===== src/rtl/proc_pkg.sv =====
// Shared processor definitions: sequencer states and opcode encodings
// also used by the RAM and ALU execute stages.
package proc_pkg;

  typedef enum logic [2:0] {
    S_IDLE      = 3'd0,
    S_FETCH_OP  = 3'd1,
    S_FETCH_ARG = 3'd2,
    S_CAPTURE   = 3'd3,
    S_EXEC      = 3'd4,
    S_MEM_WAIT  = 3'd5,
    S_HALT      = 3'd6
  } seq_state_e;

  localparam logic [15:0] OPC_HALT    = 16'hFFFF;
  localparam logic [15:0] OPC_NOP     = 16'h0000;
  localparam logic [3:0]  OPC_RAM_NIB = 4'h4;
  localparam logic [3:0]  OPC_RAM_RD  = 4'h2;

  function automatic logic is_ram_read(input logic [15:0] op);
    return (op[15:12] == OPC_RAM_NIB) && (op[11:8] == OPC_RAM_RD);
  endfunction

endpackage


===== src/rtl/instr_sequencer_pc_counter.sv =====
// Program counter: advances by one instruction (two words) or loads a
// branch target, only when the sequencer signals the execute cycle.
module pc_counter #(
  parameter int PC_WIDTH = 8
) (
  input  logic                clk,
  input  logic                reset,
  input  logic                advance,
  input  logic                jump_en,
  input  logic [PC_WIDTH-1:0] jump_addr,
  output logic [PC_WIDTH-1:0] pc,
  output logic [PC_WIDTH-1:0] pc_plus1
);

  logic [PC_WIDTH-1:0] pc_q, pc_d;

  always_comb begin
    pc_d = pc_q;
    if (advance) pc_d = jump_en ? jump_addr : pc_q + PC_WIDTH'(2);
  end

  always_ff @(posedge clk) begin
    if (!reset) pc_q <= '0;
    else        pc_q <= pc_d;
  end

  assign pc       = pc_q;
  assign pc_plus1 = pc_q + PC_WIDTH'(1);

endmodule


===== src/rtl/instr_sequencer.sv =====
// Two-word instruction fetch/issue sequencer: fetches opcode and operand,
// broadcasts them for one execute cycle (two for RAM reads), and halts on 16'hFFFF.
module instr_sequencer
  import proc_pkg::*;
#(
  parameter int DATA_WIDTH = 16,
  parameter int PC_WIDTH   = 8
) (
  input  logic                  clk,
  input  logic                  reset,
  input  logic                  run,
  output logic [PC_WIDTH-1:0]   prog_addr,
  output logic                  prog_rd_en,
  input  logic [DATA_WIDTH-1:0] prog_data,
  input  logic                  jump_en,
  input  logic [PC_WIDTH-1:0]   jump_addr,
  output logic [DATA_WIDTH-1:0] opcode,
  output logic [DATA_WIDTH-1:0] operand,
  output logic                  read_enable,
  output logic                  issue,
  output logic                  halted,
  output logic [PC_WIDTH-1:0]   pc
);

  seq_state_e            state_q, state_d;
  logic [DATA_WIDTH-1:0] op_q, op_d;
  logic [DATA_WIDTH-1:0] arg_q, arg_d;
  logic [PC_WIDTH-1:0]   pc_plus1;
  logic                  pc_advance;

  pc_counter #(.PC_WIDTH(PC_WIDTH)) u_pc (
    .clk      (clk),
    .reset    (reset),
    .advance  (pc_advance),
    .jump_en  (jump_en),
    .jump_addr(jump_addr),
    .pc       (pc),
    .pc_plus1 (pc_plus1)
  );

  always_comb begin
    state_d     = state_q;
    op_d        = op_q;
    arg_d       = arg_q;
    prog_addr   = '0;
    prog_rd_en  = 1'b0;
    opcode      = DATA_WIDTH'(OPC_NOP);
    operand     = DATA_WIDTH'(OPC_NOP);
    read_enable = 1'b0;
    issue       = 1'b0;
    halted      = 1'b0;
    pc_advance  = 1'b0;
    case (state_q)
      S_IDLE: if (run) state_d = S_FETCH_OP;
      S_FETCH_OP: begin
        prog_addr  = pc;
        prog_rd_en = 1'b1;
        state_d    = S_FETCH_ARG;
      end
      S_FETCH_ARG: begin
        op_d       = prog_data;
        prog_addr  = pc_plus1;
        prog_rd_en = 1'b1;
        state_d    = S_CAPTURE;
      end
      S_CAPTURE: begin
        arg_d   = prog_data;
        state_d = (op_q == DATA_WIDTH'(OPC_HALT)) ? S_HALT : S_EXEC;
      end
      S_EXEC: begin
        opcode      = op_q;
        operand     = arg_q;
        issue       = 1'b1;
        pc_advance  = 1'b1;
        read_enable = is_ram_read(op_q[15:0]);
        state_d     = read_enable ? S_MEM_WAIT : S_FETCH_OP;
      end
      // Only RAM reads get here, so read_enable simply stays high.
      S_MEM_WAIT: begin
        opcode      = op_q;
        operand     = arg_q;
        read_enable = 1'b1;
        state_d     = S_FETCH_OP;
      end
      S_HALT:  halted  = 1'b1;
      default: state_d = S_IDLE;
    endcase
  end

  always_ff @(posedge clk) begin
    if (!reset) begin
      state_q <= S_IDLE;
      op_q    <= '0;
      arg_q   <= '0;
    end else begin
      state_q <= state_d;
      op_q    <= op_d;
      arg_q   <= arg_d;
    end
  end

endmodule

===== config.mk =====
export PLATFORM = sky130hd
export DESIGN_NAME = instr_sequencer
export DESIGN_NICKNAME = d
export VERILOG_FILES = /design/src/rtl/proc_pkg.sv /design/src/rtl/instr_sequencer_pc_counter.sv /design/src/rtl/instr_sequencer.sv
export SDC_FILE = /design/constraint.sdc
export NUM_CORES = 1
export LEC_CHECK = 0
export ABC_AREA = 1
export CAP_MARGIN = 20
export CORE_UTILIZATION = 45
export DETAILED_ROUTE_END_ITERATION = 7
export DONT_BUFFER_PORTS = 1
export PLACE_DENSITY = 0.59
export SYNTH_ARGS = -nofsm -noshare
export SYNTH_HDL_FRONTEND = slang
export SYNTH_SLANG_ARGS = --single-unit

===== constraint.sdc =====
create_clock -name clk -period 1.7 [get_ports clk]
set_clock_uncertainty 0.2 [all_clocks]
set_input_delay 0.34 -clock clk [delete_from_list [all_inputs] [get_ports clk]]
set_output_delay 0.34 -clock clk [all_outputs]
set_load 0.01 [all_outputs]

## Word-level counts from Yosys, hierarchy flattened

Cells that the tools add are included.

| operators by class | value |
|---|---|
| add/subtract/negate cells | 2 |
| eq/ne operators | 10 |
| bitwise operators | 1 |
| reductions and logical operators | 5 |
| mux-type cells | 12 |

Operator list:

| operator | number |
|---|---|
| 2-to-1 mux 16 bit | 2 |
| case mux 3 bit (7 select lines) | 1 |
| == test 16 bit, second input constant | 1 |
| case mux 8 bit (2 select lines) | 1 |
| == test 3 bit, second input constant | 3 |
| adder 8 x 1 -> 8 bit, second input constant | 1 |
| adder 8 x 2 -> 8 bit, second input constant | 1 |
| 2-to-1 mux 8 bit | 1 |
| == test 3 x 2 -> 1 bit, second input constant | 2 |
| 2-to-1 mux 3 bit | 2 |
| == test 4 x 2 -> 1 bit, second input constant | 1 |
| == test 4 x 3 -> 1 bit, second input constant | 1 |
| OR reduction 2 bit | 2 |
| == test 3 x 1 -> 1 bit, second input constant | 1 |
| zero test 3 bit | 1 |
| 2-to-1 mux 1 bit | 3 |
| 2-to-1 mux 2 bit | 1 |
| inequality test 2 bit, second input constant | 1 |
| case mux 1 bit (2 select lines) | 1 |
| AND reduction 2 bit | 1 |
| logical AND 1 bit | 1 |
| NOT 1 bit | 1 |

| storage, ports and cells | value |
|---|---|
| output and inout bits | 52 |
| word-level logic and storage cells | 34 |
| register bits | 43 |

## Logic depth before layout (Yosys ltp)

Gate-level depths: netlist (run 1).

| depth | value |
|---|---|
| word-level depth | 4 |
| mapped depth | 8 |

## Hierarchy

From an unflattened synthesis (run 1), not the netlist that was laid out.

| unflattened totals | value |
|---|---|
| cell total of the unflattened synthesis | 325 |
| area, all modules | 2200.9 µm² |

By module, submodules not included:

| module | times used | seq. area each (µm²) | area an instance (µm²) | cells each |
|---|---|---|---|---|
| instr_sequencer | 1 | 700.7 | 1630.3 | 241 |
| pc_counter | 1 | 160.2 | 570.5 | 84 |

## Worst setup path after synthesis (run 1)

Ideal clock, no wire load.

| timing | value |
|---|---|
| path type | reg-to-output |
| from | reg u_pc.pc_q[2] (netlist: u_pc.pc[2]) |
| to | out prog_addr[7] |
| arrival | 1.303 ns |
| setup slack | -0.143 ns |
| stages on the path, launching flop included | 8 |
| cell sequence | dfxtp_1 -> ha_1 -> nand2_1 -> inv_1 -> nand3_1 -> o21ai_0 -> nand3_1 -> o21ai_0 |

| between the ends | value |
|---|---|
| longest elaborated chain between the ends | 2 |

Ends and longest elaborated chain:

| item | RTL line | source |
|---|---|---|
| from (decl) | instr_sequencer_pc_counter.sv:15 | `logic [PC_WIDTH-1:0] pc_q, pc_d;` |
| from (signal assigned) | instr_sequencer_pc_counter.sv:24 | `else pc_q <= pc_d;` |
| adder 8 x 1 -> 8 bit | instr_sequencer_pc_counter.sv:28 | `assign pc_plus1 = pc_q + PC_WIDTH'(1);` |
| case mux 8 bit (2 select lines) | instr_sequencer.sv:53 | `case (state_q)` |
| to (decl) | instr_sequencer.sv:12 | `output logic [PC_WIDTH-1:0] prog_addr,` |

No other way between the ends.

## Worst setup path in the final report (run 1)

| timing | value |
|---|---|
| from | reg u_pc.pc_q[4] (netlist: u_pc.pc[4]) |
| to | out prog_addr[7] |

The elaborated chain is that of the path after synthesis.

==> results of run 1 <==
==> power breakdown <==
| part | internal (uW) | switching [uW] |
|---|---|---|
| combinational | 236 | 343 |
| clock | 273 | 341 |
| sequential | 1080 | 54.2 |
==> per-layer routing <==
metal / vias to the layer above / GRT usage
li1: 1142 / -
met1: 1095 / 0.353
met2: 76 / 0.440
met3: 15 / 0.0584
met4: 0 / 0.0933
met5: - / 0
==> kinds of logic (layout without fill, tap and decap cells) <==
family | count (synthesis) | after routing | share of synthesized area
compound gates | 94 | 94 | 0.227
fa+ha+maj | 2 | 2 | 0.0116
buf+inv | 71 | 114 | 0.130
flops | 43 | 43 | 0.400
simple gates | 115 | 115 | 0.231
==> stage by stage <==
stage | TNS [ns] | utilization
after global routing | -8.09 | 0.763
after global placement | 0 | 0.531
after CTS | -8.53 | 0.706
final | -6.30 | 0.763
after detailed placement | -0.109 | 0.531
after floorplan | -0.0122 | -
==> what timing repair did <==
item / CTS / global route
hold endpoints to repair: 35 / 0
resized for setup: 139 / 56
cloned: 4 / 2
setup endpoints to repair: 42 / 82
hold buffers: 1 / 0
buffers inserted: 11 / 10
pin swaps: 16 / 25
==> cell usage after synthesis (all sizes together) <==
library cell,number,share of area
o211ai,1,0.0035
ha,2,0.012
o32ai,1,0.0041
a21oi,40,0.093
dfxtp,43,0.40
a31oi,1,0.0029
o31ai,1,0.0035
clkbuf,9,0.016
inv,56,0.098
buf,6,0.017
nand4,3,0.0087
nand2,37,0.070
o21ai,47,0.11
nand3,21,0.051
nor2,48,0.085
nor3,5,0.012
o22ai,1,0.0029
nand3b,1,0.0035
o21bai,1,0.0035
o221ai,1,0.0041
==> critical path: stages, from the launching register on <==
cell,delay (ns)
sky130_fd_sc_hd__dfxtp_1,0.43
sky130_fd_sc_hd__nand2_2,0.13
sky130_fd_sc_hd__inv_2,0.12
sky130_fd_sc_hd__nand3_2,0.10
sky130_fd_sc_hd__o21ai_2,0.11
sky130_fd_sc_hd__nand3_1,0.09
sky130_fd_sc_hd__o21ai_2,0.09
==> worst paths after layout <==
path	end	slack, ns	depth (start not counted)
max	prog_addr[7]	-0.21	6
min reg2reg	arg_q[12]	0.31	2
min	u_pc.pc[0]	0.01	2
max reg2reg	u_pc.pc[7]	0	11
==> area by class of cell <==
cell class / count / area share
multi-input combinational: 211 / 0.458
sequential: 43 / 0.258
tap: 52 / 0.0191
clock buffer: 5 / 0.0202
timing repair buffer: 52 / 0.178
inverter: 56 / 0.0645
clock inverter: 1 / 0.00220
==> registers in the layout, indices dropped and copies added, names as in the netlist <==
register	count
arg_q	16
op_q	16
state_q	3
u_pc.pc	8
==> results.py, run 1 <==
metrics = {
    "global_route": {
        "number_of_antenna_violations_at_the_first_check_in_global_routing": 0,
        "grtUsageTotal": 0.269,
        "global_route_wire_length_before_repair_um": 10600,
        "grt_overflow_total": 0,
        "grt_max_degree": 36,
        "vias_in_the_first_global_route": 2190,
    },
    "timing": {
        "final.min_clock_period_ns": 1.91,
        "grt_setup_unrepaired": "yes",
        "max_slew_margin": 0.352,
        "postLayoutSetupSlackWorst_ns": -0.206,
        "fin_hold_ws_ns": 0.0145,
        "finalMaxSlewViolations": 0,
        "layout_worst_path_cycle_share": 1.12,
        "fmaxAchievable_ghz": 0.525,
        "timing_worst_slew_pin_value_ns": 0.971,
        "timing_hold_violations_final": 0,
        "setup-violations-final": 43,
    },
    "route": {
        "route.layer.met1.wl_um": 3010,
        "met3_wirelength_um": 331,
        "first_iter_violations": 189,
        "wire_length_per_cell_um": 16.3,
        "antenna_left": 0,
        "met2_wirelength_um": 3360,
        "drt-vias-per-instance": 5.54,
        "wirelength_um": 6860,
        "remaining_drc_errors": 7,
        "route.top_layer_used": "met4",
        "dr.pass1.iters": 6,
        "vias": 2328,
    },
    "synthesis": {
        "synthesis.area_um2": 2150,
        "synth.avg_cell_area_um2": 6.61,
        "synth.distinct_cells": 27,
        "mappedNetlistNets": 355,
        "yosysWarningCount": 0,
        "synth.yosys.seq_area_share": 0.400,
        "yosys_register_bits": 43,
        "instance_count_of_the_mapped_netlist": 325,
    },
    "critical_path": {
        "critical_path.startpoint_type": "register",
        "crit_start": "u_pc.pc[4]",
        "path_class": "register to primary output",
        "reg2reg_from": "state_q[1]",
        "worst-path-max-fanout": 5,
        "cp_data_arrival_time_ns": 1.37,
        "critPathRequiredTime_ns": 1.16,
        "critPathCaptureType": "primary output",
    },
    "cells_and_area": {
        "final-seq-area_um2": 881,
        "area_delta_synth_final_pct": 58.7,
        "antenna_cells": 0,
        "layout.cells.most_common": "sky130_fd_sc_hd__inv_1",
        "postLayoutCellArea_um2": 3410,
        "post_layout_nonfiller_instances": 420,
        "fillers": 338,
        "drive_above_1_share": 0.429,
        "final_cell_mix": "41 x sky130_fd_sc_hd__inv_1, 38 x sky130_fd_sc_hd__a21oi_1, 36 x sky130_fd_sc_hd__nor2_4",
        "design.final.nets": 399,
        "multi_input_area_um2": 1560,
    },
    "die": {
        "dieHeight_um": 71.1,
        "core.rowCount": 24,
        "die_w_um": 71.1,
        "initial_util": 0.480,
        "design.die.area_um2": 5060,
        "placeableCoreArea_um2": 4470,
        "num_io_pins": 80,
    },
    "clock_network": {
        "path_clk_slew_ns": 0.08,
        "cts-htree-levels": 2,
        "cts_root_buffer": "sky130_fd_sc_hd__clkbuf_8",
        "clock_sinks": 43,
        "insertion_delay_ns": 0.30,
        "clockBufferDepth": 2,
        "cts_tree": "done",
        "numCtsBuffers": 5,
    },
    "power_and_ir_drop": {
        "vdd_ir_drop_max_mv": 0.564,
        "power_per_cell_area_nw_per_um2": 683,
        "power_leakage_uw": 0.00125,
        "power.total_uw": 2330,
    },
    "flow_run": {
        "maxCapViolations": 0,
    },
    "place": {
        "place_inst": 390,
        "dpl-instance-area_um2": 2370,
        "place.detailed.hpwl_um": 4040,
        "pre_cts_ws_ns": -0.0435,
        "globalplace.congestion": 0.866,
        "portBuffers": 0,
    },
    "worst_hold_path": {
        "worst_hold_path_type": "input port to register",
        "min-delay-start": "jump_en",
    },
    "status": {
        "violated_checks": "design-rule violations, negative setup slack",
        "outcome": "finished, violations left",
    },
}
Note: power is estimated with default switching activity, not from simulation.
==> run 2, diff against run 1 <==
Settings changed: CORE_ASPECT_RATIO set to 2.
==> run 2 against run 1 <==
The flow finishes with violations (negative hold slack, negative setup slack); non-clock buffer count increased by 2; fmax decreased by 1.2%; register-to-register slack improved by 0.08 ns; sequential share of layout area rose by 0.88 points; global-route usage increased by 1.7 points.
==> results.py, run 2 (same netlist as run 1, synthesis figures left out) <==
metrics = {
    "status": {
        "outcome": "finished, violations left",
        "violated_checks": "negative hold slack, negative setup slack",
    },
    "power_and_ir_drop": {
        "power_per_cell_area_nw_per_um2": 724,
        "vdd_ir_drop_max_mv": 0.808,
        "power_leakage_uw": 0.00122,
    },
    "clock_network": {
        "path_clk_slew_ns": 0.09,
        "insertion_delay_ns": 0.29,
        "clock_sinks": 43,
        "cts_tree": "done",
        "cts_root_buffer": "sky130_fd_sc_hd__clkbuf_8",
        "numCtsBuffers": 5,
        "cts-htree-levels": 2,
        "clockBufferDepth": 2,
    },
    "die": {
        "die_w_um": 50.9,
        "design.die.area_um2": 5070,
        "placeableCoreArea_um2": 4600,
        "initial_util": 0.467,
        "dieHeight_um": 99.7,
        "core.rowCount": 35,
        "num_io_pins": 80,
    },
    "critical_path": {
        "critical_path.slowest_cell": "sky130_fd_sc_hd__dfxtp_4",
        "cpPeakStageDelay_ns": 0.39,
        "worst-path-max-fanout": 4,
        "critPathRequiredTime_ns": 1.16,
        "path_class": "register to primary output",
        "cp_data_arrival_time_ns": 1.39,
        "critPathCaptureType": "primary output",
        "crit_path_cell_trace": "ha_4 > buf_6 > nand2_2 > nand2_1 > o21ai_1 > o22ai_1 > buf_4",
        "critical_path.startpoint_type": "register",
        "worst-path-buf-inv": 2,
        "path_delay_family": "flip-flops",
    },
    "timing": {
        "fin_hold_ws_ns": -0.0258,
        "final.min_clock_period_ns": 1.93,
        "max_slew_margin": 0.454,
        "setup-violations-final": 65,
        "finalMaxSlewViolations": 0,
        "timing_hold_violations_final": 9,
        "postLayoutSetupSlackWorst_ns": -0.230,
        "layout_worst_path_cycle_share": 1.14,
        "grt_setup_unrepaired": "yes",
        "timing_worst_slew_pin_value_ns": 0.816,
        "fmaxAchievable_ghz": 0.518,
    },
    "worst_hold_path": {
        "worst_hold_path_type": "input port to register",
    },
    "route": {
        "drt-vias-per-instance": 5.53,
        "wirelength_um": 7210,
        "remaining_drc_errors": 0,
        "antenna_left": 0,
        "vias": 2360,
        "first_iter_violations": 52,
        "dr.pass1.iters": 5,
        "wire_length_per_cell_um": 16.9,
    },
    "cells_and_area": {
        "layout.cells.most_common": "sky130_fd_sc_hd__inv_1",
        "area_delta_synth_final_pct": 54.1,
        "design.final.nets": 401,
        "final_cell_mix": "47 x sky130_fd_sc_hd__inv_1, 39 x sky130_fd_sc_hd__a21oi_1, 36 x sky130_fd_sc_hd__nor2_4",
        "postLayoutCellArea_um2": 3310,
        "drive_above_1_share": 0.392,
        "antenna_cells": 0,
    },
    "place": {
        "pre_cts_ws_ns": -0.00565,
        "place.detailed.hpwl_um": 4410,
        "portBuffers": 0,
        "dpl-instance-area_um2": 2380,
        "globalplace.congestion": 0.893,
    },
    "global_route": {
        "grt_max_degree": 39,
        "vias_in_the_first_global_route": 2338,
        "grt_overflow_total": 0,
        "global_route_wire_length_before_repair_um": 10700,
        "number_of_antenna_violations_at_the_first_check_in_global_routing": 0,
        "grtUsageTotal": 0.286,
    },
    "flow_run": {
        "maxCapViolations": 0,
    },
}
[run 2: cell types whose count changed in the layout (fill, tap and decap cells not counted), sizes merged]
cell and delta:
dlygate4sd3 +2, clkbuf +1, inv -1, bufbuf -1, dlymetal6s2s -1, clkinvlp +1
buf +3
[run 2: metrics by stage]
stage	instances	utilization	setup TNS, ns	hold WS [ns]	total power [uW]
2_1_floorplan	325	-	-0.0122	0.230	1360
3_3_place_gp	391	0.517	0	0.238	1440
3_5_place_dp	391	0.517	-0.00811	0.245	1450
4_1_cts	422	0.701	-5.24	-0.0591	2360
5_1_grt	427	0.721	-9.65	0.00410	2510
6_report	427	0.721	-5.72	-0.0258	2400
[run 2: layout make-up]
| type | instances | area [um2] |
|---|---|---|
| Clock buffer | 7 | 96.3 |
| Clock inverter | 1 | 7.51 |
| Fill cell | 366 | 1280 |
| Inverter | 56 | 229 |
| Multi-Input combinational cell | 211 | 1480 |
| Sequential cell | 43 | 885 |
| Tap cell | 55 | 68.8 |
| Timing Repair Buffer | 54 | 552 |
[run 2: path summary, 6_finish.rpt]
kind                   start            to  slack [ns]  cells after the start
setup reg to reg  state_q[2]    u_pc.pc[0]        0.08                      8
setup / recovery  u_pc.pc[1]  prog_addr[3]       -0.23                      7
hold / removal         reset       op_q[9]       -0.03                      2
hold reg to reg    arg_q[13]     arg_q[13]        0.31                      2
[run 2: what timing repair did]
| action | 4_1_cts | 5_1_grt |
|---|---|---|
| endpoints found under the hold margin | 37 | 26 |
| pin swaps | 19 | 15 |
| endpoints found under the setup margin | 42 | 52 |
| resized for setup | 145 | 23 |
| setup buffers | 18 | 7 |
| cloned | 5 | 0 |
[run 2: layer usage]
layer	GRT usage	vias to the layer above	wire, um
met2	0.565	101	4220
li1	-	1141	-
met3	0.0596	25	354
met4	0.169	0	337
met5	0	-	0
met1	0.244	1093	2300
[run 2: power by group]
| group | internal, uW | switching, uW |
|---|---|---|
| Combinational | 217 | 322 |
| Clock | 370 | 351 |
| Sequential | 1080 | 54.7 |
[run 2: worst register-to-register path, cell delays in order, from the launching register on]
cell                      delay [ns]
sky130_fd_sc_hd__dfxtp_4        0.39
sky130_fd_sc_hd__buf_6          0.13
sky130_fd_sc_hd__nand2_8        0.08
sky130_fd_sc_hd__buf_12         0.13
sky130_fd_sc_hd__nor2_4         0.13
sky130_fd_sc_hd__buf_6          0.15
sky130_fd_sc_hd__nand2_1        0.10
sky130_fd_sc_hd__o21ai_0        0.15
sky130_fd_sc_hd__a21oi_1        0.05
==> run 3, diff against run 2 <==
Settings changed: GPL_TIMING_DRIVEN set to 0.
==> run 3 against run 2 <==
Die area stayed put; the flow finishes with violations (negative setup slack); critical path depth stayed put; flip-flop and latch count stayed put; design area is 0.79% lower; wire length is 4.5% higher; final cell count is 3.0% lower; combinational power is 0.9% lower.
==> results.py, run 3 (same netlist as run 1, synthesis figures left out) <==
metrics = {
    "timing": {
        "timing_worst_slew_pin_value_ns": 0.511,
        "fmaxAchievable_ghz": 0.509,
        "layout_worst_path_cycle_share": 1.15,
        "setup-violations-final": 37,
        "fin_hold_ws_ns": 0.0181,
        "timing_hold_violations_final": 0,
        "grt_setup_unrepaired": "yes",
        "max_slew_margin": 0.659,
        "final.min_clock_period_ns": 1.96,
        "postLayoutSetupSlackWorst_ns": -0.263,
        "finalMaxSlewViolations": 0,
    },
    "clock_network": {
        "cts-htree-levels": 2,
        "holdBufCountCts": 0,
        "numCtsBuffers": 5,
        "clockBufferDepth": 2,
        "insertion_delay_ns": 0.30,
        "clock_sinks": 43,
        "cts_tree": "done",
        "path_clk_slew_ns": 0.09,
        "cts_root_buffer": "sky130_fd_sc_hd__clkbuf_8",
    },
    "power_and_ir_drop": {
        "power.total_uw": 2640,
        "vdd_ir_drop_max_mv": 0.770,
        "power_per_cell_area_nw_per_um2": 804,
        "power_leakage_uw": 0.00113,
    },
    "critical_path": {
        "worst-path-max-fanout": 7,
        "r2r_slack_ns": 0.06,
        "worst-r2r-cell-count": 7,
        "crit_cells": 7,
        "critical_path.most_common_cell": "sky130_fd_sc_hd__o21ai_2",
        "critPathCaptureType": "primary output",
        "path_class": "register to primary output",
        "crit_start": "u_pc.pc[1]",
        "critPathRequiredTime_ns": 1.16,
        "worst-path-buf-inv": 1,
        "crit_path_cell_trace": "ha_4 > nand2_4 > nor2_4 > inv_2 > o21ai_2 > nand3_2 > o21ai_2",
        "cpPeakStageDelay_ns": 0.43,
        "path_delay_family": "flip-flops",
        "setup.worst_path.end": "prog_addr[6]",
        "reg2reg_from": "state_q[2]",
        "critical_path.slowest_cell": "sky130_fd_sc_hd__dfxtp_4",
        "cp_data_arrival_time_ns": 1.42,
        "critical_path.startpoint_type": "register",
        "critical_path.reg2reg.endpoint": "op_q[15]",
    },
    "cells_and_area": {
        "drive_above_1_share": 0.362,
        "fillers": 383,
        "antenna_cells": 0,
        "area_delta_synth_final_pct": 52.9,
        "layout.cells.most_common": "sky130_fd_sc_hd__inv_1",
        "final_util": 0.715,
        "final_cell_mix": "48 x sky130_fd_sc_hd__inv_1, 39 x sky130_fd_sc_hd__a21oi_1, 35 x sky130_fd_sc_hd__nor2_4, 35 x sky130_fd_sc_hd__o21ai_0, 33 x sky130_fd_sc_hd__dfxtp_1",
        "design.final.nets": 388,
        "post_layout_nonfiller_instances": 414,
    },
    "route": {
        "wire_length_per_cell_um": 18.2,
        "wirelength_um": 7540,
        "dr.pass1.iters": 5,
        "antenna_left": 0,
        "vias": 2349,
        "drt-vias-per-instance": 5.67,
        "remaining_drc_errors": 0,
        "first_iter_violations": 62,
    },
    "global_route": {
        "vias_in_the_first_global_route": 2366,
        "grtUsageTotal": 0.302,
        "grt_max_degree": 15,
        "number_of_antenna_violations_at_the_first_check_in_global_routing": 0,
        "grt_overflow_total": 0,
        "global_route_wire_length_before_repair_um": 11400,
    },
    "place": {
        "place_inst": 380,
        "globalplace.congestion": 0.817,
        "portBuffers": 0,
        "place.detailed.hpwl_um": 4820,
    },
    "status": {
        "violated_checks": "negative setup slack",
        "outcome": "finished, violations left",
    },
    "die": {
        "num_io_pins": 80,
        "placeableCoreArea_um2": 4600,
        "core.rowCount": 35,
        "die_w_um": 50.9,
        "design.die.area_um2": 5070,
        "initial_util": 0.467,
        "dieHeight_um": 99.7,
    },
    "flow_run": {
        "maxCapViolations": 0,
    },
    "worst_hold_path": {
        "worst_hold_path_type": "input port to register",
    },
}
==> run 3: cell types whose count changed in the layout (fill, tap and decap cells not counted), sizes merged <==
| cell | before | now |
|---|---|---|
| nand2 | 37 | 38 |
| dlygate4sd3 | 2 | 0 |
| bufinv | 0 | 2 |
| nand3 | 21 | 22 |
| buf | 52 | 28 |
| clkbuf | 7 | 16 |
==> run 3: final cells by class <==
class	count	area, um2	area share
Sequential cell	43	893	0.272
Multi-Input combinational cell	213	1540	0.468
Buffer	14	120	0.0365
Clock buffer	5	68.8	0.0209
Tap cell	55	68.8	0.0209
Timing Repair Buffer	25	298	0.0906
Inverter	56	231	0.0704
Clock inverter	3	67.6	0.0206
==> run 3: where the power goes <==
group	internal (uW)	switching [uW]	leakage (uW)
clock	586	381	0.0000644
sequential	1080	64.5	0.000357
combinational	189	345	0.000713
==> run 3: how the worst min path moves through the flow <==
stage	startpoint	end	slack [ns]	depth (start not counted)
6_report	jump_addr[5]	u_pc.pc[5]	0.02	2
5_1_grt	jump_addr[5]	u_pc.pc[5]	0.01	2
4_1_cts	jump_addr[2]	u_pc.pc[2]	0.008	2
3_5_place_dp	arg_q[3]	arg_q[3]	0.24	2
3_3_place_gp	arg_q[3]	arg_q[3]	0.24	2
2_1_floorplan	arg_q[10]	arg_q[10]	0.23	2
==> run 3: worst register-to-register path: cells and delay by family (launching register included) <==
kind            cells  cell delay (ns)
compound gates      2             0.24
buf+inv             3             0.45
flops               1             0.40
simple gates        2             0.25
==> run 3: per-stage QoR <==
step                TNS [ns]  setup slack, ns  instance area (um2)
global route           -5.65           -0.332                 3290
finish                 -3.96           -0.263                 3290
CTS                    -3.89           -0.270                 3120
global placement       -1.56           -0.194                 2230
detailed placement     -2.06           -0.207                 2230
floorplan            -0.0122          -0.0122                 2160
==> run 3: per-layer routing <==
metal	routed length, um	global-route usage
met1	2430	0.267
met2	4440	0.592
met3	377	0.0703
met4	294	0.160
met5	0	0
==> run 3: timing repair <==
action | CTS | global route
setup endpoints to repair | 41 | 44
pin swaps | 10 | 20
gates cloned | 6 | 0
setup buffers | 13 | 10
resized for setup | 147 | 37
==> RTL edit 1: new RTL, config.mk and constraints of run 2 <==
Re-encode `seq_state_e` (7 states) as one-hot, 7 bits wide.
--- a/src/rtl/proc_pkg.sv
+++ b/src/rtl/proc_pkg.sv
@@ -2,14 +2,14 @@
 // also used by the RAM and ALU execute stages.
 package proc_pkg;
 
-  typedef enum logic [2:0] {
-    S_IDLE      = 3'd0,
-    S_FETCH_OP  = 3'd1,
-    S_FETCH_ARG = 3'd2,
-    S_CAPTURE   = 3'd3,
-    S_EXEC      = 3'd4,
-    S_MEM_WAIT  = 3'd5,
-    S_HALT      = 3'd6
+  typedef enum logic [6:0] {
+    S_IDLE      = 7'b0000001,
+    S_FETCH_OP  = 7'b0000010,
+    S_FETCH_ARG = 7'b0000100,
+    S_CAPTURE   = 7'b0001000,
+    S_EXEC      = 7'b0010000,
+    S_MEM_WAIT  = 7'b0100000,
+    S_HALT      = 7'b1000000
   } seq_state_e;
 
   localparam logic [15:0] OPC_HALT    = 16'hFFFF;
Formal check against the unedited RTL: no difference found for any inputs over 10 cycles, from zero or initial values and one cycle with reset low; not proved beyond that.
==> RTL edit 1 against run 2 <==
  * The run still ends with negative hold slack, negative setup slack left
  * Design area rose by 8.8%
  * Count of clock-buffer cells in the layout unchanged
  * Area after synthesis up 13%
  * Routed wire length increased by 11%
  * Power down 9.4%
  * Critical path depth decreased by 1
  * Clock power fell by 8.7%
  * Worst setup slack worse by 0.051 ns
  * Sequential cell count up 4
  * Global-route usage is 2.7 points lower
  * Register-to-register slack got worse by 0.17 ns
  * Worst hold slack improved by 0.023 ns
  * Critical path type unchanged
  * Highest routed layer unchanged
==> RTL edit 1: results <==
{
  "synth_common_cells": "nor2_1, nand2_1, inv_1",
  "syn_nets": 400,
  "first_iter_violations": 69,
  "dp_hpwl_um": 4770,
  "first_pass_iters": 4,
  "synth_mux_area_frac": 0.00413,
  "multi_input_area_sq_um": 1730,
  "routedWlPerCell_um": 16.8,
  "seq_area_frac_synth": 0.388,
  "violations": "negative hold slack, negative setup slack",
  "finalSetupViolCount": 61,
  "placedCellCount": 444,
  "synth-adder-area-share": 0.0103,
  "use_met2": 0.486,
  "fill_cells": 439,
  "grt_use_met3": 0.0404,
  "dp_slack_ns": -0.607,
  "fin_ws_ns": -0.281,
  "critPathSlowestCell": "dfxtp_2",
  "fin_setup_tns_ns": -11.86,
  "gp_congestion": 0.862,
  "switching_power_mw": 0.603,
  "drt-total-wl_um": 7980,
  "path_delay_family": "simple AND/OR/NAND/NOR gates",
  "power.leakage_nw": 1.25,
  "grt_pass1_wl_um": 10600,
  "cts_max_path_buffers": 2,
  "status": "finished with violations",
  "synthCells": 370,
  "use_met1": 0.241,
  "gr-usage-all-layers": 0.258,
  "grt_pass1_vias": 2388,
  "viasPerCell": 5.42,
  "wl_met3_um": 328,
  "crit_fanout": 8,
  "grt_start_max_net_pins": 36,
  "timing.slew.headroom": 0.655,
  "holdWs_ns": -0.00276,
  "hold_viol_final": 1,
  "layout.nets": 445,
  "synthDistinctLibCells": 30,
  "drt-met1-wl_um": 2710
}
[RTL edit 1: cell count changes in the layout (fill, tap and decap cells not counted), moves of 10 or more]
cell | before | now
o21ai_0 | 35 | 6
nand2_1 | 24 | 46
o21ai_2 | 7 | 17
nor2_1 | 12 | 26
o21ai_1 | 5 | 18
nor2_2 | 0 | 17
[RTL edit 1: cell type report]
cell class                      instances  share of cell area
Multi-Input combinational cell        252               0.479
Sequential cell                        47               0.264
Timing Repair Buffer                   53               0.151
Inverter                               56              0.0625
Clock buffer                            7              0.0212
Tap cell                               58              0.0201
Clock inverter                          1             0.00139
[RTL edit 1: worst paths after layout]
kind	start	endpoint	slack [ns]	depth (start not counted)
worst max-delay path	state_q[3]	operand[7]	-0.28	6
worst min-delay path	prog_data[1]	arg_q[1]	-0.003	2
worst max register to register	state_q[1]	arg_q[1]	-0.09	9
worst min register to register	arg_q[10]	arg_q[10]	0.27	2
[RTL edit 1: power groups by stage]
stage / combinational, mW / sequential [mW] / clock, mW
2_1_floorplan: 0.154 / 1.16 / 0
3_3_place_gp: 0.201 / 1.16 / 0
3_5_place_dp: 0.203 / 1.16 / 0
4_1_cts: 0.304 / 1.14 / 0.668
5_1_grt: 0.403 / 1.14 / 0.714
6_report: 0.372 / 1.14 / 0.658
[RTL edit 1: what timing repair did]
item	4_1_cts	5_1_grt
gates cloned	2	6
resized for setup	90	76
hold endpoints to repair	35	0
buffers inserted	10	4
setup endpoints to repair	44	81
hold buffers	1	0
pin swaps	16	14
[RTL edit 1: logic make-up after synthesis]
logic type | Yosys count
AOI/OAI and AO/OA | 92
muxes | 1
and+or+nand+nor | 152
DFF | 47
adders and majority gates | 2
buffers and inverters | 73
xor gates and xnor gates | 3
==> RTL edit 2: new RTL, flow settings as in run 2 <==
Without the edit above. `PC_WIDTH` is set to 8 in 2 places; all go to 10.
--- a/src/rtl/instr_sequencer_pc_counter.sv
+++ b/src/rtl/instr_sequencer_pc_counter.sv
@@ -1,7 +1,7 @@
 // Program counter: advances by one instruction (two words) or loads a
 // branch target, only when the sequencer signals the execute cycle.
 module pc_counter #(
-  parameter int PC_WIDTH = 8
+  parameter int PC_WIDTH = 10
 ) (
   input  logic                clk,
   input  logic                reset,
--- a/src/rtl/instr_sequencer.sv
+++ b/src/rtl/instr_sequencer.sv
@@ -4,7 +4,7 @@
   import proc_pkg::*;
 #(
   parameter int DATA_WIDTH = 16,
-  parameter int PC_WIDTH   = 8
+  parameter int PC_WIDTH   = 10
 ) (
   input  logic                  clk,
   input  logic                  reset,
Interface: changed (resized jump_addr, pc and prog_addr); port bits go from 80 to 86. No check against the original RTL was run, so the function may have changed too.
==> RTL edit 2 against run 2 <==
  * The flow still finishes with violations (negative hold slack, negative setup slack)
  * Design area up 16%
  * Final cell count up 11%
  * Critical path depth did not move
  * Sequential share of layout area down 2.7 points
  * Routed wire length grew 22%
  * Global-route usage rose by 3.3 points
  * Power rose by 5.9%
  * Area after synthesis is 8.8% higher
  * Sequential cell count is 2 higher
  * Worst setup slack got worse by 0.035 ns
  * Utilization increased by 5.5 points
  * Combinational power grew 24%
  * Highest routed layer unchanged
==> RTL edit 2: results <==
{
  "fill_cells": 363,
  "dp_hpwl_um": 5190,
  "viasPerCell": 5.54,
  "peakVddDrop_uv": 770,
  "crit_fanout": 6,
  "layout-drive-gt1-share": 0.427,
  "holdWs_ns": -0.0302,
  "status": "finished with violations",
  "cp.arrival_ns": 1.42,
  "drt-total-wl_um": 8780,
  "grt_start_max_net_pins": 40,
  "first_iter_violations": 63,
  "finalSetupViolCount": 79,
  "first_pass_iters": 4,
  "worstReg2RegEnd": "u_pc.pc[8]",
  "holdPathEnd": "arg_q[10]",
  "hold_viol_final": 3,
  "grt_pass1_wl_um": 12900,
  "fin_setup_tns_ns": -11.13,
  "gr-usage-all-layers": 0.319,
  "critical-path-max-stage-delay_ns": 0.37,
  "syn_nets": 393,
  "synthTopCellsByArea": "dfxtp_1, nor2_1, o21ai_0",
  "power.leakage_nw": 1.38,
  "synthDistinctLibCells": 28,
  "dp_slack_ns": -0.0314,
  "timing.slew.headroom": 0.308,
  "placed_area_sq_um": 2670,
  "violations": "negative hold slack, negative setup slack",
  "r2r_slack_ns": 0.02,
  "ys.flop_type": "dfxtp_1",
  "fin_ws_ns": -0.265,
  "critical_path.startpoint": "state_q[0]",
  "synth_common_cells": "nor2_1, inv_1, dfxtp_1"
}
-- RTL edit 2: cell count changes in the layout (fill, tap and decap cells not counted), sizes merged, moves of 2 or more --
| cell | change |
|---|---|
| a21oi | -2 |
| buf | +11 |
| dfxtp | +2 |
| inv | +5 |
| o22ai | +3 |
| o21ai | -3 |
| nand3 | -2 |
| or2 | +2 |
| xor2 | +2 |
| nand2 | +9 |
| nor2 | +21 |
-- RTL edit 2: worst register-to-register path: stages, from the launching register on --
cell and delay, ns:
dfxtp_4 0.40, buf_12 0.12, nand2_8 0.11, nor2_8 0.16, buf_6 0.15, nand2_8 0.08, or2_0 0.22, nand3_1 0.09
nor2_1 0.05
-- RTL edit 2: worst max-delay path by stage --
| stage | endpoint | depth (start not counted) |
|---|---|---|
| 2_1_floorplan | prog_addr[9] | 7 |
| 3_3_place_gp | prog_addr[8] | 7 |
| 3_5_place_dp | prog_addr[9] | 7 |
| 4_1_cts | prog_addr[9] | 7 |
| 5_1_grt | prog_addr[9] | 7 |
| 6_report | prog_addr[9] | 7 |
-- RTL edit 2: where the power goes --
part | leakage (nW) | switching (mW) | internal, mW
Combinational | 0.969 | 0.373 | 0.298
Clock | 0.0374 | 0.394 | 0.290
Sequential | 0.371 | 0.0567 | 1.13
-- RTL edit 2: repair_timing --
action / 4_1_cts / 5_1_grt
pin swaps: 22 / 17
endpoints found under the hold margin: 38 / 33
buffers inserted: 18 / 9
endpoints found under the setup margin: 46 / 54
gates cloned: 5 / 1
gates resized for setup: 149 / 44
-- RTL edit 2: cells by family (layout without fill, tap and decap cells) --
kind of cell               after synthesis  after routing  share of synthesized area
and+or+nand+nor                        144            144                      0.264
AOI/OAI and AO/OA                       91             91                      0.203
buffers and inverters                   76            134                      0.127
DFF                                     45             45                      0.385
xor gates and xnor gates                 3              3                     0.0112
adders and majority gates                2              2                     0.0107
-- RTL edit 2: final cells by class --
| type | instances | area (sq um) | area share |
|---|---|---|---|
| Multi-Input combinational cell | 240 | 1770 | 0.461 |
| Sequential cell | 45 | 923 | 0.240 |
| Timing Repair Buffer | 66 | 746 | 0.194 |
| Inverter | 60 | 243 | 0.0632 |
| Clock buffer | 6 | 72.6 | 0.0189 |
| Tap cell | 57 | 71.3 | 0.0186 |
| Clock inverter | 2 | 15.0 | 0.00391 |
-- RTL edit 2: per-stage QoR --
| stage | cells | power, mW |
|---|---|---|
| 6_report | 476 | 2.54 |
| 3_3_place_gp | 437 | 1.51 |
| 3_5_place_dp | 437 | 1.52 |
| 2_1_floorplan | 361 | 1.42 |
| 5_1_grt | 476 | 2.64 |
| 4_1_cts | 468 | 2.44 |
-- RTL edit 2: per-layer routing --
metal	track usage	share of wire
met1	0.314	0.34
met2	0.591	0.56
met3	0.0512	0.049
met4	0.160	0.052
met5	0	0
